$ cat src/rtl/exe_decode_pipe_pkg.sv
// Shared encodings for the execute-stage decoder: micro-opcodes, immediate
// formats, branch functions and ALU control bundle.
package exe_decode_pipe_pkg;

  localparam int unsigned UOP_W      = 6;
  localparam int unsigned IMM_W      = 3;
  localparam int unsigned BR_W       = 3;
  localparam int unsigned ALU_FN_W   = 5;
  localparam int unsigned ALU_CTRL_W = ALU_FN_W + 1;

  typedef enum logic [UOP_W-1:0] {
    UOP_LUI, UOP_AUIPC, UOP_ADDI, UOP_SLTI, UOP_SLTIU, UOP_XORI, UOP_ORI,
    UOP_ANDI, UOP_SLLI, UOP_SRLI, UOP_SRAI, UOP_ADD, UOP_SUB, UOP_SLL,
    UOP_SLT, UOP_SLTU, UOP_XOR, UOP_SRL, UOP_SRA, UOP_OR, UOP_AND,
    UOP_JAL, UOP_JALR, UOP_BEQ, UOP_BNE, UOP_BLT, UOP_BGE, UOP_BLTU,
    UOP_BGEU, UOP_GREVI, UOP_ANDN, UOP_ORN, UOP_XNOR, UOP_MIN, UOP_MINU,
    UOP_MAX, UOP_MAXU, UOP_CBSXT, UOP_PACK
  } micro_opcode_t;

  typedef enum logic [IMM_W-1:0] {
    IMM_I, IMM_S, IMM_B, IMM_U, IMM_J
  } imm_type_t;

  typedef enum logic [BR_W-1:0] {
    BR_NONE, BR_JAL, BR_BEQ, BR_BNE, BR_BLT, BR_BGE, BR_BLTU, BR_BGEU
  } br_func_t;

  typedef enum logic [ALU_FN_W-1:0] {
    ALU_ADD, ALU_SUB, ALU_SLL, ALU_SLT, ALU_SLTU, ALU_XOR, ALU_SRL, ALU_SRA,
    ALU_OR, ALU_AND, ALU_BREV, ALU_ANDN, ALU_ORN, ALU_XORN, ALU_MIN,
    ALU_MINU, ALU_MAX, ALU_MAXU, ALU_CLZ, ALU_CTZ, ALU_CPOP, ALU_SXTB,
    ALU_SXTH, ALU_ZXTH
  } alu_fn_t;

  typedef struct packed {
    alu_fn_t fn;
    logic    op2_imm;
  } alu_ctrl_sigs_t;

endpackage

$ cat src/rtl/exe_decode_pipe.sv
// Multi-lane execute-stage decoder feeding a two-entry elastic buffer.
// Optional bitmanip decode is enabled by defining EXE_DEC_BITMANIP_EN.
module exe_decode_pipe
  import exe_decode_pipe_pkg::*;
#(
  parameter int unsigned LANES = 2,
  parameter int unsigned TAG_W = 6
) (
  input  logic                                 clk,
  input  logic                                 rst_n,
  input  logic                                 flush,
  input  logic                                 in_valid,
  output logic                                 in_ready,
  input  logic [LANES-1:0]                     in_lane_vld,
  input  logic [LANES-1:0][UOP_W-1:0]          in_uopcode,
  input  logic [LANES-1:0][19:0]               in_packed_imm,
  input  logic [LANES-1:0][IMM_W-1:0]          in_imm_type,
  input  logic [LANES-1:0][TAG_W-1:0]          in_tag,
  output logic                                 out_valid,
  input  logic                                 out_ready,
  output logic [LANES-1:0]                     out_lane_vld,
  output logic [LANES-1:0][ALU_CTRL_W-1:0]     out_alu_ctrl,
  output logic [LANES-1:0][BR_W-1:0]           out_brfn,
  output logic [LANES-1:0][31:0]               out_imm,
  output logic [LANES-1:0]                     out_illegal,
  output logic [LANES-1:0][TAG_W-1:0]          out_tag
);

  typedef enum logic [1:0] {ST_EMPTY, ST_ONE, ST_TWO} state_t;

  typedef struct packed {
    alu_ctrl_sigs_t alu;
    br_func_t       br;
    logic [31:0]    imm;
    logic           ill;
  } lane_t;

  typedef struct packed {
    logic [LANES-1:0]                 lane_vld;
    logic [LANES-1:0][ALU_CTRL_W-1:0] alu;
    logic [LANES-1:0][BR_W-1:0]       brfn;
    logic [LANES-1:0][31:0]           imm;
    logic [LANES-1:0]                 ill;
    logic [LANES-1:0][TAG_W-1:0]      tag;
  } grp_t;

  state_t r_state;
  logic   r_in_ready;
  grp_t   r_out;
  grp_t   r_skd;
  grp_t   w_dec;
  lane_t  w_lane [LANES];
  logic   w_acc;

  function automatic lane_t f_decode(input micro_opcode_t uop, input imm_type_t it,
                                     input logic [19:0] p);
    lane_t d;
    logic  s, u, j, b, i;
    d.alu = '{fn: ALU_ADD, op2_imm: 1'b1};
    d.br  = BR_NONE;
    d.ill = 1'b0;
    case (uop)
      UOP_LUI, UOP_ADDI, UOP_AUIPC, UOP_JAL, UOP_JALR,
      UOP_BEQ, UOP_BNE, UOP_BLT, UOP_BGE, UOP_BLTU, UOP_BGEU: begin end
      UOP_SLTI:  d.alu.fn = ALU_SLT;
      UOP_SLTIU: d.alu.fn = ALU_SLTU;
      UOP_XORI:  d.alu.fn = ALU_XOR;
      UOP_ORI:   d.alu.fn = ALU_OR;
      UOP_ANDI:  d.alu.fn = ALU_AND;
      UOP_SLLI:  d.alu.fn = ALU_SLL;
      UOP_SRLI:  d.alu.fn = ALU_SRL;
      UOP_SRAI:  d.alu.fn = ALU_SRA;
      UOP_ADD:   d.alu = '{fn: ALU_ADD,  op2_imm: 1'b0};
      UOP_SUB:   d.alu = '{fn: ALU_SUB,  op2_imm: 1'b0};
      UOP_SLL:   d.alu = '{fn: ALU_SLL,  op2_imm: 1'b0};
      UOP_SLT:   d.alu = '{fn: ALU_SLT,  op2_imm: 1'b0};
      UOP_SLTU:  d.alu = '{fn: ALU_SLTU, op2_imm: 1'b0};
      UOP_XOR:   d.alu = '{fn: ALU_XOR,  op2_imm: 1'b0};
      UOP_SRL:   d.alu = '{fn: ALU_SRL,  op2_imm: 1'b0};
      UOP_SRA:   d.alu = '{fn: ALU_SRA,  op2_imm: 1'b0};
      UOP_OR:    d.alu = '{fn: ALU_OR,   op2_imm: 1'b0};
      UOP_AND:   d.alu = '{fn: ALU_AND,  op2_imm: 1'b0};
`ifdef EXE_DEC_BITMANIP_EN
      UOP_GREVI: d.alu.fn = ALU_BREV;
      UOP_ANDN:  d.alu = '{fn: ALU_ANDN, op2_imm: 1'b0};
      UOP_ORN:   d.alu = '{fn: ALU_ORN,  op2_imm: 1'b0};
      UOP_XNOR:  d.alu = '{fn: ALU_XORN, op2_imm: 1'b0};
      UOP_MIN:   d.alu = '{fn: ALU_MIN,  op2_imm: 1'b0};
      UOP_MINU:  d.alu = '{fn: ALU_MINU, op2_imm: 1'b0};
      UOP_MAX:   d.alu = '{fn: ALU_MAX,  op2_imm: 1'b0};
      UOP_MAXU:  d.alu = '{fn: ALU_MAXU, op2_imm: 1'b0};
      // sub-function is the low three bits of shamt (packed[12:8])
      UOP_CBSXT: begin
        case (p[10:8])
          3'b000:  d.alu.fn = ALU_CLZ;
          3'b001:  d.alu.fn = ALU_CTZ;
          3'b010:  d.alu.fn = ALU_CPOP;
          3'b100:  d.alu.fn = ALU_SXTB;
          3'b101:  d.alu.fn = ALU_SXTH;
          default: d.ill    = 1'b1;
        endcase
      end
      UOP_PACK:  d.alu.fn = ALU_ZXTH;
`endif
      default:   d.ill = 1'b1;
    endcase

    case (uop)
      UOP_JAL, UOP_JALR: d.br = BR_JAL;
      UOP_BEQ:           d.br = BR_BEQ;
      UOP_BNE:           d.br = BR_BNE;
      UOP_BLT:           d.br = BR_BLT;
      UOP_BGE:           d.br = BR_BGE;
      UOP_BLTU:          d.br = BR_BLTU;
      UOP_BGEU:          d.br = BR_BGEU;
      default:           d.br = BR_NONE;
    endcase

    s = p[19];
    u = (it == IMM_U);
    j = (it == IMM_J);
    b = (it == IMM_B);
    i = (it == IMM_I);
    d.imm[31]    = s;
    d.imm[30:20] = u ? p[18:8] : {11{s}};
    d.imm[19:12] = (u | j) ? p[7:0] : {8{s}};
    d.imm[11]    = u ? 1'b0 : ((j | b) ? p[8] : s);
    d.imm[10:5]  = u ? '0 : p[18:13];
    d.imm[4:1]   = u ? '0 : p[12:9];
    d.imm[0]     = i ? p[8] : 1'b0;
    return d;
  endfunction

  always_comb begin
    w_dec          = '0;
    w_lane         = '{default: '0};
    w_dec.lane_vld = in_lane_vld;
    w_dec.tag      = in_tag;
    for (int unsigned l = 0; l < LANES; l++) begin
      w_lane[l]     = f_decode(micro_opcode_t'(in_uopcode[l]), imm_type_t'(in_imm_type[l]),
                               in_packed_imm[l]);
      w_dec.alu[l]  = w_lane[l].alu;
      w_dec.brfn[l] = w_lane[l].br;
      w_dec.imm[l]  = w_lane[l].imm;
      w_dec.ill[l]  = w_lane[l].ill & in_lane_vld[l];
    end
  end

  assign w_acc = in_valid && r_in_ready;

  // in_ready is a registered copy of (next state != TWO), so out_ready never
  // reaches in_ready combinationally.
  always_ff @(posedge clk or negedge rst_n) begin
    if (!rst_n) begin
      r_state    <= ST_EMPTY;
      r_in_ready <= 1'b1;
      r_out      <= '0;
      r_skd      <= '0;
    end else if (flush) begin
      r_state    <= ST_EMPTY;
      r_in_ready <= 1'b1;
    end else begin
      case (r_state)
        ST_EMPTY: begin
          if (w_acc) begin
            r_out   <= w_dec;
            r_state <= ST_ONE;
          end
        end
        ST_ONE: begin
          if (w_acc && !out_ready) begin
            r_skd      <= w_dec;
            r_state    <= ST_TWO;
            r_in_ready <= 1'b0;
          end else if (w_acc) begin
            r_out <= w_dec;
          end else if (out_ready) begin
            r_state <= ST_EMPTY;
          end
        end
        ST_TWO: begin
          if (out_ready) begin
            r_out      <= r_skd;
            r_state    <= ST_ONE;
            r_in_ready <= 1'b1;
          end
        end
        default: begin
          r_state    <= ST_EMPTY;
          r_in_ready <= 1'b1;
        end
      endcase
    end
  end

  assign in_ready     = r_in_ready;
  assign out_valid    = (r_state != ST_EMPTY);
  assign out_lane_vld = r_out.lane_vld;
  assign out_alu_ctrl = r_out.alu;
  assign out_brfn     = r_out.brfn;
  assign out_imm      = r_out.imm;
  assign out_illegal  = r_out.ill;
  assign out_tag      = r_out.tag;

endmodule

$ cat config.mk
export PLATFORM = sky130hd
export DESIGN_NAME = exe_decode_pipe
export DESIGN_NICKNAME = d
export VERILOG_FILES = /design/src/rtl/exe_decode_pipe_pkg.sv /design/src/rtl/exe_decode_pipe.sv
export SDC_FILE = /design/constraint.sdc
export NUM_CORES = 1
export LEC_CHECK = 0
export ABC_AREA = 1
export CAP_MARGIN = 15
export CORE_UTILIZATION = 53
export CTS_CLUSTER_DIAMETER = 50
export DETAILED_ROUTE_END_ITERATION = 7
export PLACE_DENSITY_LB_ADDON = 0.1
export SETUP_SLACK_MARGIN = 0.3
export SLEW_MARGIN = 20
export SYNTH_ARGS = -nofsm -noshare
export SYNTH_HDL_FRONTEND = slang
export SYNTH_SLANG_ARGS = --single-unit
$ cat constraint.sdc
create_clock -name clk -period 2.11 [get_ports clk]
set_clock_uncertainty 0.05 [all_clocks]
set_input_delay 0.3165 -clock clk [delete_from_list [all_inputs] [get_ports clk]]
set_output_delay 0.3165 -clock clk [all_outputs]
set_load 0.02 [all_outputs]
Word level (Yosys, flattened, before mapping)
Memories as Yosys holds them, arrays and structs flattened.
Cells that the tools add are included.
{"block": "word_totals", "register_bits": 199, "romBits": 192, "in_bits": 77, "out_inout_bits": 100, "elab_cells": 174, "memories": 2}
{"name": "(no name shown)", "depth": 32, "width": 3, "read_ports": 1, "rd_clocked_by_memory_dff": 0, "wr": 0, "line": "exe_decode_pipe.sv:108", "rtl": "case (uop)"}
{"name": "(no name shown)", "depth": 32, "width": 3, "read_ports": 1, "rd_clocked_by_memory_dff": 0, "wr": 0, "line": "exe_decode_pipe.sv:108"}
{"block": "classes", "eq_ne": 72, "mux": 37, "bitwise_logic": 7, "n_reduce_logical": 34}
{"operator": "$mux 98", "count": 3}
{"operator": "$pmux 98 s3", "count": 1}
{"operator": "$eq 6x5->1 const B", "count": 26}
{"operator": "$eq 6x4->1 const B", "count": 16}
{"operator": "$pmux 4 s9", "count": 2}
{"operator": "$reduce_or 29->1", "count": 2}
{"operator": "$eq 6x3->1 const B", "count": 8}
{"operator": "$reduce_or 2->1", "count": 16}
{"operator": "$eq 6x2->1 const B", "count": 4}
{"operator": "$mux 11", "count": 2}
{"operator": "$reduce_or 10->1", "count": 2}
{"operator": "$mux 8", "count": 2}
{"operator": "$mux 1", "count": 13}
{"operator": "$eq 3x2->1 const B", "count": 4}
{"operator": "$eq 6x1->1 const B", "count": 2}
{"operator": "$logic_not 6->1", "count": 2}
{"operator": "$mux 2", "count": 6}
{"operator": "$mux 6", "count": 2}
{"operator": "$ne 3x3->1 const B", "count": 3}
{"operator": "$mux 4", "count": 2}
{"operator": "$ne 4x4->1 const B", "count": 2}
{"operator": "$reduce_and 4->1", "count": 2}
{"operator": "$eq 3x3->1 const B", "count": 2}
{"operator": "$logic_not 3->1", "count": 2}
{"operator": "other kinds (15)", "count": 24}

Longest topological paths before layout
Gate-level depths: netlist (run 1).
{"block": "logic_depth", "depth_word": 7, "mapped_depth": 13, "depth_no_buf": 13}

Worst setup path before layout (run 1)
No wires, ideal clock.
{"block": "synth_path", "path_kind": "reg-to-reg", "startpoint": "register r_in_ready, in the netlist in_ready", "endpoint": "register r_skd[38] in the netlist's numbering", "setup_time_ns": 0.116, "arrival_time_ns": 1.538, "slack_ns": 0.406, "stages_incl_launch_ff": 10, "synth_period_minus_slack_ns": 1.704, "path_cell_list": "dfstp_2 nand2_1 nor2_1 inv_1 nor2_2 inv_2 buf_2 buf_2 nand2_1 nand2_1"}
{"block": "synth_via", "elab_chain_len": 3}
{"element": "start: declaration", "line": "exe_decode_pipe.sv:48", "rtl": "logic r_in_ready;"}
{"element": "start signal: assignment", "line": "exe_decode_pipe.sv:156", "rtl": "r_in_ready <= 1'b1;"}
{"element": "start signal: assignment", "line": "exe_decode_pipe.sv:161", "rtl": "r_in_ready <= 1'b1;"}
{"element": "start signal: assignment", "line": "exe_decode_pipe.sv:174", "rtl": "r_in_ready <= 1'b0;"}
{"element": "$logic_and 1x1->1", "line": "exe_decode_pipe.sv:149", "rtl": "assign w_acc = in_valid && r_in_ready;"}
{"element": "$logic_and 1x1->1", "line": "exe_decode_pipe.sv:171", "rtl": "if (w_acc && !out_ready) begin"}
{"element": "$reduce_and 3->1 (no line)"}
{"element": "end signal: assignment", "line": "exe_decode_pipe.sv:172", "rtl": "r_skd <= w_dec;"}
{"element": "end: declaration", "line": "exe_decode_pipe.sv:50", "rtl": "grp_t r_skd;"}
No other way between the ends.
A chain may end at the register's enable or synchronous reset.

Worst setup path in the final report (run 1)
{"block": "layout_path", "startpoint": "register r_in_ready, in the netlist in_ready", "endpoint": "output in_ready"}
{"element": "end: declaration", "line": "exe_decode_pipe.sv:13", "rtl": "output logic in_ready,"}
No word-level cell between the ends.

==> results.yml, run 1 <==
status:
  outcome: "completed"
grt:
  grt_max_degree: 119
  grt-ovfl-total: 0
  grt.total_usage_pct: 28.8
  grt_pass1_vias: 8463
  grt_pass1_wl_mm: 42.0
  antenna_found_initial: 0
detailed_routing:
  first_pass_iters: 6
  num_vias: 9160
  via_per_inst: 5.46
  drt.antenna.violating_nets: 0
  detail_route.wl_per_cell_um: 16.0
  wirelength_mm: 26.8
  drc: 0
  drtIter0Drc: 742
logic_synthesis:
  yosysSeqAreaShare_pct: 51.1
  yosysWarnings: 0
  yosysMostFrequentCell: "nand2_1"
  synth_top_family_by_area: "simple AND/OR/NAND/NOR gates"
  synth_edf_count: 0
  synth_common_cells: "nand2_1 (391), dfrtp_1 (194), nor2_1 (154), o21ai_0 (115), o21ai_1 (81)"
  synth_area_um2: 9540
  synth_cells: 1253
  ys_ff_latch: 195
  synth_compound_area_share_pct: 16.2
  async_flop_share_pct: 100
  synthTopCellsByArea: "dfrtp_1 (51%), nand2_1 (15%), nor2_1 (6.1%)"
  synthMuxAreaShare_pct: 0
  synth_xor_area_share_pct: 0
  yosys.area_share.simple_pct: 24.9
  synth_ff_type: "dfrtp_1"
  yosysTopAreaCellShare_pct: 50.9
  ys_types: 29
  synthAdderAreaFrac_pct: 1.31
  synth_top_cell_by_area: "dfrtp_1"
  avgSynthCellArea_um2: 7.62
timing:
  clock.fmax_mhz: 554
  drv_slew: 0
  fin_ws_ps: 304
  setup_viol: 0
  fin_crit_ps: 1810
  hold_slack_ps: 354
  hold_viol: 0
  fin_tns_setup_ps: 0
  tightest_slew_ps: 570
  fin_crit_sh_pct: 85.6
  max-slew-margin-rel_pct: 62.0
  grt_setup_unrepaired: "yes"
setup_path:
  worst-setup-path-type: "flip-flop to output pin"
  cp-start-kind: "flip-flop"
  end_kind: "output pin"
  critPathMaxFanout: 3
  rr_startpoint: "in_ready$_DFFE_PN1P_"
  arrival_ps: 1440
  r2r_slack_ps: 340
  setup.worst_path.start: "in_ready$_DFFE_PN1P_"
  required_ps: 1740
clock_tree:
  clkTransAtPathRegs_ps: 70
  cts_root_buf: "clkbuf_16"
  cts_buffers: 17
  cts.sinks: 195
  htree_num_levels: 4
  cts.path.max_buffers: 2
  clk_latency_ps: 430
  cts_tree: "yes"
finish:
  stdcell_count: 1679
  area_growth_pct: 33.5
  n_antenna_cell: 0
  drive_above_1_share_pct: 9.28
  fillers: 1376
  nNetsFinal: 1529
floorplan:
  initial_core_util_pct: 54.8
  num_io_pins: 177
  rows: 48
  die-area_um2: 18500
  core_region_area_um2: 17400
  die_y_um: 136
  fp.dieW_um: 136
pwr:
  peakVddDrop_v: 0.000706
  p_per_area_nw_per_um2: 1000
  power_leakage_uw: 0.00666
placed_design:
  place_congestion: 0.941
  hpwl_mm: 16.8
  post-place-cells: 1637
  numPortBuffers: 174
  dp_slack_ps: -54.9
hold_path:
  hp-class: "input pin to async pin"
run:
  max_cap_viol_count: 0
## path summary, 6_finish.rpt
| path | end | cells past startpoint |
|---|---|---|
| max | in_ready | 2 |
| min | out_imm[50]$_DFFE_PN0P_ | 2 |
| max reg2reg | out_alu_ctrl[10]$_DFFE_PN0P_ | 8 |
| min reg2reg | r_skd[34]$_DFFE_PN0P_ | 2 |
| max in group asynchronous | out_imm[25]$_DFFE_PN0P_ | 3 |
| min in group clk | r_skd[3]$_DFFE_PN0P_ | 3 |
## critical path, stage by stage (launching register included)
cell	delay [ps]
dfstp_2	570
buf_4	120
dlygate4sd2_1	320
## cell type report
class | instances | area (um^2) | share of cell area [%]
clock inverters | 13 | 119 | 0.933
clock buffers | 18 | 439 | 3.45
repair buffers | 247 | 2650 | 20.8
flip-flops and latches | 195 | 4880 | 38.3
well taps | 225 | 282 | 2.21
multi-input cells | 913 | 4110 | 32.2
inverters | 68 | 263 | 2.06
## sequential cells by signal, summed over array words and instances (netlist names)
register      count
out_tag          12
out_lane_vld      2
in_ready          1
out_brfn          6
r_state           2
out_illegal       2
out_imm          64
out_alu_ctrl     10
r_skd            96
## power breakdown
part	total [uW]	internal (uW)	switching, uW
Sequential	5680	4980	702
Combinational	3970	1770	2200
Clock	3120	1580	1540
## layout by cell type (no fill, tap or decap), types with 9 or more instances in the layout
cell type	n
nand2_1	390
dfrtp_1	192
nor2_1	151
o21ai_0	113
clkdlybuf4s50_1	109
o21ai_1	83
inv_1	57
buf_4	53
a21oi_1	49
nand3_1	48
dlymetal6s2s_1	43
a31oi_1	34
clkbuf_16	20
dlygate4sd2_1	20
buf_12	11
inv_2	9
## logic make-up after synthesis
family / after synthesis
fa+ha+maj: 10
buf+inv: 146
simple gates: 607
compound gates: 294
other cells: 1
flops: 195
## metal layers
metal | global-route usage [%] | vias to the layer above | share of wire, %
met5 | 0 | - | 0
met4 | 8.52 | 0 | 1.9
met3 | 5.29 | 39 | 6.7
met2 | 47.2 | 348 | 48
met1 | 38.9 | 4343 | 43
li1 | - | 4430 | -
## what timing repair did
action                                  CTS  global route
pin swaps                                 1             2
hold buffers                              1             0
endpoints found under the setup margin   31           145
hold endpoints to repair                 54             0
gates cloned                              2             4
setup buffers                             0             4
gates resized for setup                  24            61
## stage by stage
step	total power [uW]	instance area (um^2)	utilization (%)
CTS	12800	12500	71.6
global placement	9570	11900	68.0
global route	13500	12700	73.1
finish	12800	12700	73.1
floorplan	7750	9550	-
detailed placement	9690	11900	68.0
No activity file was read; power rests on OpenSTA's default activity.
==> run 2: changes to the inputs <==
--- a/config.mk
+++ b/config.mk
@@ -6,7 +6,8 @@
 export NUM_CORES = 1
 export LEC_CHECK = 0
 export ABC_AREA = 1
-export CAP_MARGIN = 15
+export CAP_MARGIN = 5
+export CORE_ASPECT_RATIO = 1.2
 export CORE_UTILIZATION = 53
 export CTS_CLUSTER_DIAMETER = 50
 export DETAILED_ROUTE_END_ITERATION = 7
==> run 2 against run 1 <==
Clock power up 7.1%; sequential power about the same; critical path depth up 7; cell area up 0.26%; hold slack about the same; non-clock buffer count down 2; utilization down 0.46 points; total power up 2.2%; fmax down 1.2%; cell count down 0.24%; largest cell class unchanged; highest routed layer unchanged.
==> results.yml, run 2 (synthesized netlist as in run 1, its figures left out) <==
finish:
  nNetsFinal: 1527
  final_cell_mix: "nand2_1 (389), dfrtp_1 (192), nor2_1 (136)"
  stdcell_count: 1675
  largest_reg_flops: 96
  top_register: "r_skd"
  drive_above_1_share_pct: 10.2
  final_area_um2: 12800
  final_common_cell: "nand2_1"
  area_growth_pct: 33.8
  utilization_pct: 72.7
setup_path:
  critPathMaxFanout: 14
  slowest_stage: "dfstp_2"
  worst-setup-path-type: "flip-flop to flip-flop"
  arrival_ps: 2090
  r2r_end: "r_skd[51]$_DFFE_PN0P_"
  required_ps: 2380
  crit_chain: "nand2_2, buf_6, nor2_4, inv_2, nor2_4, inv_4, clkbuf_16, nand2_1, nand2_1"
  r2r_slack_ps: 280
  end_kind: "flip-flop"
  cp-start-kind: "flip-flop"
  r2r_cells: 9
  cp_slowest_stage_delay_ps: 570
  rr_startpoint: "in_ready$_DFFE_PN1P_"
floorplan:
  initial_core_util_pct: 54.3
  die_y_um: 149
  num_io_pins: 177
  fp.dieW_um: 124
  core_region_area_um2: 17600
  rows: 53
  die-area_um2: 18500
timing:
  fin_crit_ps: 1830
  tightest_slew_ps: 601
  setup_viol: 0
  max-slew-margin-rel_pct: 59.9
  grt_setup_unrepaired: "yes"
  clock.fmax_mhz: 547
  fin_crit_sh_pct: 86.6
  drv_slew: 0
  hold_viol: 0
  fin_ws_ps: 282
clock_tree:
  cts_buffers: 17
  clkTransAtPathRegs_ps: 70
  clk_latency_ps: 430
  cts.path.max_buffers: 2
  cts.sinks: 195
  htree_num_levels: 4
  cts_root_buf: "clkbuf_16"
  cts_tree: "yes"
detailed_routing:
  wl_met2_mm: 13.7
  detail_route.wl_per_cell_um: 16.4
  drc: 0
  drtIter0Drc: 780
  wirelength_mm: 27.4
  routed.top_layer: "met4"
  via_per_inst: 5.54
  routed-wl-met3_mm: 1.96
  first_pass_iters: 5
  drt.antenna.violating_nets: 0
  met1Wirelength_mm: 11.1
  num_vias: 9274
placed_design:
  place_congestion: 0.888
  placed_area_um2: 11800
  hpwl_mm: 16.6
  dp_slack_ps: -66.4
  numPortBuffers: 174
  post-place-cells: 1624
grt:
  grt_pass1_wl_mm: 41.8
  grt_max_degree: 119
  grt.total_usage_pct: 28.0
  grt-ovfl-total: 0
  grt_pass1_vias: 8635
  antenna_found_initial: 2
hold_path:
  hp-class: "input pin to async pin"
pwr:
  power_leakage_uw: 0.00642
  p_per_area_nw_per_um2: 1020
  peakVddDrop_v: 0.000610
  power_uw: 13000
run:
  max_cap_viol_count: 0
status:
  outcome: "completed"
-- run 2: critical path, delay by kind of cell (launching register included) --
kind / cells / cell delay, ps
flip-flops: 1 / 570
buffers and inverters: 4 / 510
AND/OR/NAND/NOR: 5 / 560
-- run 2: metal layers --
metal  global-route usage, %  up-vias
met1                    35.5     4389
met3                    4.63       42
li1                        -     4446
met4                    12.2        0
met5                       0        -
met2                    47.5      397
-- run 2: where the power goes --
part / leakage [uW] / switching, uW / internal [uW]
logic: 0.00369 / 2180 / 1820
clock network: 0.000296 / 1520 / 1820
registers: 0.00243 / 726 / 4980
-- run 2: what timing repair did --
action | in CTS | in global routing
setup endpoints to repair | 112 | 184
hold buffers | 1 | 0
resized for setup | 17 | 65
setup buffers | 1 | 6
cloned | 0 | 9
pin swaps | 0 | 2
endpoints found under the hold margin | 46 | 0
-- run 2: layout make-up --
type | instances | area, um^2
flip-flops and latches | 195 | 4880
fillers | 1371 | 4800
multi-input cells | 913 | 4150
repair buffers | 245 | 2600
clock buffers | 18 | 439
well taps | 220 | 275
inverters | 68 | 259
clock inverters | 14 | 165
diodes | 2 | 5.00
-- run 2: worst max path at each step --
stage	from	end	slack [ps]	cells after the start
4_1_cts	in_ready$_DFFE_PN1P_	r_skd[75]$_DFFE_PN0P_	270	8
3_5_place_dp	in_uopcode[6]	r_skd[13]$_DFFE_PN0P_	-70	11
5_1_grt	in_ready$_DFFE_PN1P_	r_skd[51]$_DFFE_PN0P_	240	9
2_1_floorplan	in_ready$_DFFE_PN1P_	r_skd[38]$_DFFE_PN0P_	410	9
3_3_place_gp	in_uopcode[0]	out_alu_ctrl[3]$_DFFE_PN0P_	-6	10
6_report	in_ready$_DFFE_PN1P_	r_skd[51]$_DFFE_PN0P_	280	9
-- run 2: through the flow --
step	hold slack (ps)	setup TNS, ps
detailed placement	261	-306
finish	354	0
floorplan	-29.1	0
CTS	362	0
global route	383	0
global placement	256	-8.14
